`src/rtl/chap1_sat_counter.sv`:
```
// Saturating up-counter with synchronous clear; used for the match/miss run
// lengths and for the optional error total.
module chap1_sat_counter #(
   parameter int               WIDTH = 8,
   parameter logic [WIDTH-1:0] MAX   = '1
) (
   input  logic             i_clk,
   input  logic             i_srst,
   input  logic             i_clr,
   input  logic             i_inc,
   output logic [WIDTH-1:0] o_count
);

   logic [WIDTH-1:0] r_count;

   always_ff @(posedge i_clk) begin
      if (i_srst) begin
         r_count <= '0;
      end else if (i_clr) begin
         r_count <= '0;
      end else if (i_inc && (r_count != MAX)) begin
         r_count <= r_count + 1'b1;
      end
   end

   assign o_count = r_count;

endmodule

```
`config.mk`:
```
export PLATFORM = sky130hd
export DESIGN_NAME = chap1_sat_counter
export DESIGN_NICKNAME = d
export VERILOG_FILES = /design/src/rtl/chap1_sat_counter.sv
export SDC_FILE = /design/constraint.sdc
export NUM_CORES = 1
export LEC_CHECK = 0
export ABC_AREA = 1
export CORE_AREA = 2 2 39 41
export CTS_BUF_LIST = sky130_fd_sc_hd__clkbuf_2
export DETAILED_ROUTE_END_ITERATION = 16
export DIE_AREA = 0 0 41 43
export GPL_TIMING_DRIVEN = 0
export PLACE_DENSITY_LB_ADDON = 0.12
export SLEW_MARGIN = 20
export SYNTH_ARGS = -nofsm -noshare
export SYNTH_HDL_FRONTEND = slang
export SYNTH_SLANG_ARGS = --single-unit
```
`constraint.sdc`:
```
create_clock -name i_clk -period 2 [get_ports i_clk]
set_input_delay 0.4 -clock i_clk [delete_from_list [all_inputs] [get_ports i_clk]]
set_output_delay 0.4 -clock i_clk [all_outputs]
set_load 0.02 [all_outputs]
```
==> flow_results.org <==
** Timing
- Final slew viol count :: 0
- Period utilisation layout :: 84.6%
- The final count of hold timing violations is 0.
- Static timing analysis puts the maximum clock frequency at 591 MHz.
- Setup TNS Final :: 0 ps
- Hold_ws :: 518 ps
- RSZ-0062 raised after global routing :: false
- Actual transition at the worst max-transition pin :: 508 ps
- Worst Clk Skew :: 10.6 ps
- The routed design could run at a clock period as short as 1690 ps.
- Max-Slew Margin vs Limit :: 66.0%
- Setup violations remaining at the end of the flow were counted as 0.

** Setup path
- Data on the critical path arrives at its endpoint at 1290 ps.
- On the critical path the largest part of the delay comes from buffers and inverters.
- Crit path buffers/inverters :: 1
- Worst Setup Path Type :: reg2out
- CP max-delay cell :: clkdlybuf4s50_1
- For the worst setup path, the data required time is 1600 ps.
- Critical-path cell list :: clkdlybuf4s50_1
- Critical path endpoint category :: primary output
- In this design, the stage delay of the slowest critical-path cell is 640 ps.
- Of all nets on the critical path, the largest fanout is 6.
- Critical Path Source Type :: flip-flop

** Yosys
- Counting flops with an async set or reset pin after synthesis yields a share of 0%.
- Flip-flop and latch count after synthesis :: 8
- In this run the cell area of the synthesized design comes to 460 um^2.
- The synthesized netlist contains 14 unique library cells.
- The synthesized design spends more area on one cell type than any other, namely dfxtp_1.
- The number of nets handed over by synthesis was 78.
- Post-synthesis instance total :: 73
- Average cell area after synthesis :: 6.31 um^2
- For this run, the number of Yosys warnings is 0.
- Among all cell types in the netlist, the one instantiated most often is nand2_1.
- Yosys attributes the largest share of cell area to dfxtp_1 35%, nand2_1 15%, nor2_1 12%, nand3_1 9.8%, a21oi_1 6.5%.
- The commonest cells after synthesis are 18 x nand2_1, 15 x nor2_1, 9 x nand3_1.
- In this run, synthesis inferred 0 flip-flops with an integrated enable.
- Share of synthesized area occupied by flip-flops and latches :: 34.8%
- Predominant post-synthesis flop cell :: dfxtp_1
- The synthesized design devotes to its leading area cell type 34.8% of total area.

** Routing
- Drt via density :: 4.60
- Avg WL per Cell :: 9.50 um
- Remaining antenna violation count after routing :: 0
- Number of DRC violations after detailed-routing iteration 0 :: 5
- The final layout contains routed wiring with a total length of 979 um.
- The first detailed-routing pass ran for 4 iterations.
- For this run, design rule violations remaining after detail routing come to 0.
- Vias post-DR :: 474

** Final layout
- Share of cells above drive strength 1 :: 9.20%
- Antenna diode count :: 0
- The net count of the finished layout is 94.
- From synthesis to final layout, the design area changed by 31.5%.
- Final Instance Count excl. Fillers :: 103
- Number of flip-flops under the largest register name :: 8
- Core Util, Final :: 43.8%

** Placed design
- After detailed placement, the design holds a cell count of 100.
- The congestion estimate from routability-driven global placement came to 0.722.
- Buffers placed on the I/O ports in this run total 11.
- Detailed placement finished with a half-perimeter wire length of 723 um.

** Power
- Sequential cells burn 55.8% of the power.
- Max VDD drop :: 0.000402 V
- In this run the power spent charging and discharging nets is 0.0000778 W.
- Total power density per cell area :: 493 nW/um^2
- Net switching share of the total power :: 26.1%
- In this run the static leakage power is 0.242 nW.
- Clk network pwr share :: 31.9%
- Logic pwr share :: 12.3%
- Cell internal power dissipation :: 0.000221 W

** Floorplan
- Floorplan row count :: 14
- Effective utilization at floorplan :: 33.3%
- Overall die height :: 43 um
- Area enclosed by the die boundary :: 1760 um^2
- For this design the top-level I/O count stands at 12.
- Area of the core region :: 1380 um^2
- Die boundary width :: 41 um

** CTS
- Maximum number of buffers from clock root to sink :: 2
- CTS H-tree depth :: 1
- TritonCTS built the clock tree.
- Clock transition at the register clock pins on the worst setup and hold paths after CTS :: 80 ps
- Number of hold buffers added after cts :: 0
- Clock Tree Root :: clkbuf_2
- Counting the buffers created by CTS gives 3.
- In this run the post-CTS setup repair buffer count came out at 0.
- Clock Latency Late Sink :: 230 ps
- Sinks on Clock Net :: 8
- Total of cells resized after clock tree synthesis :: 0

** Hold path
- In this run the worst hold path is classified as reg2reg.

** GRT
- Entering global routing, the biggest net connects 11 pins.
- Remaining Overflow, GRT :: 0
- The number of global-route vias before repair is 355.
- Gr usage total :: 12.3%
- Wire length of the first global-routing pass :: 1410 um
- Initial antenna violation count :: 0

** Status
- The run finished with clean final reports.

** Flow run
- Max-cap viol count :: 0
[path summary, 6_finish.rpt]
path / startpoint / endpoint / slack [ps] / cells past startpoint
setup / recovery: o_count[0] / o_count[0] / 310 / 1
hold / removal: o_count[6] / o_count[6] / 520 / 2
setup reg to reg: o_count[0] / o_count[4] / 710 / 6
hold reg to reg: o_count[6] / o_count[6] / 520 / 2
[power groups by stage]
stage	logic (W)	registers [W]	clock network, W
after global routing	0.0000412	0.000167	0.000108
after global placement	0.0000371	0.000170	0
after floorplan	0.0000177	0.000173	0
after CTS	0.0000374	0.000167	0.000102
final	0.0000368	0.000167	0.0000953
after detailed placement	0.0000372	0.000170	0
[routing by layer]
metal / vias up / track usage [%] / part of all wire (%)
met4: 0 / 4.00 / 0.92
li1: 263 / - / -
met1: 202 / 13.5 / 49
met5: - / 0 / 0
met2: 7 / 18.4 / 45
met3: 2 / 7.85 / 5.2
[layout by cell type, fill, tap and decap left out]
cell	n
nand3_1	9
clkbuf_1	1
inv_2	2
a21oi_1	6
nand2_2	1
nand3_4	1
nand2_1	18
clkbuf_2	3
nor2_4	1
ha_1	1
nand4_1	1
clkdlybuf4s50_1	11
nor2_1	15
dfxtp_1	8
inv_1	7
o21ai_0	2
[layout make-up]
cell class,instances,area (um^2)
fill,150,778
multi-input combinational,55,263
sequential,8,160
timing repair buffer,11,110
inverter,9,33.8
tap,16,20.0
clock buffer,3,15.0
buffer,1,3.75
[metrics by stage]
step | total power, W | setup slack [ps] | cell area [um^2]
2_1_floorplan | 0.000191 | 708 | 460
3_3_place_gp | 0.000207 | 340 | 591
3_5_place_dp | 0.000208 | 322 | 591
4_1_cts | 0.000306 | 293 | 606
5_1_grt | 0.000316 | 243 | 606
6_report | 0.000299 | 308 | 606
[logic make-up (layout without fill, tap and decap cells)]
family	count (synthesis)	count (layout)	synth area share, %
and+or+nand+nor	46	46	45.7
buffers and inverters	10	24	8.15
AOI/OAI and AO/OA	8	8	8.70
DFF	8	8	34.8
adders and majority gates	1	1	2.72
Note: power is estimated with default switching activity, not from simulation.
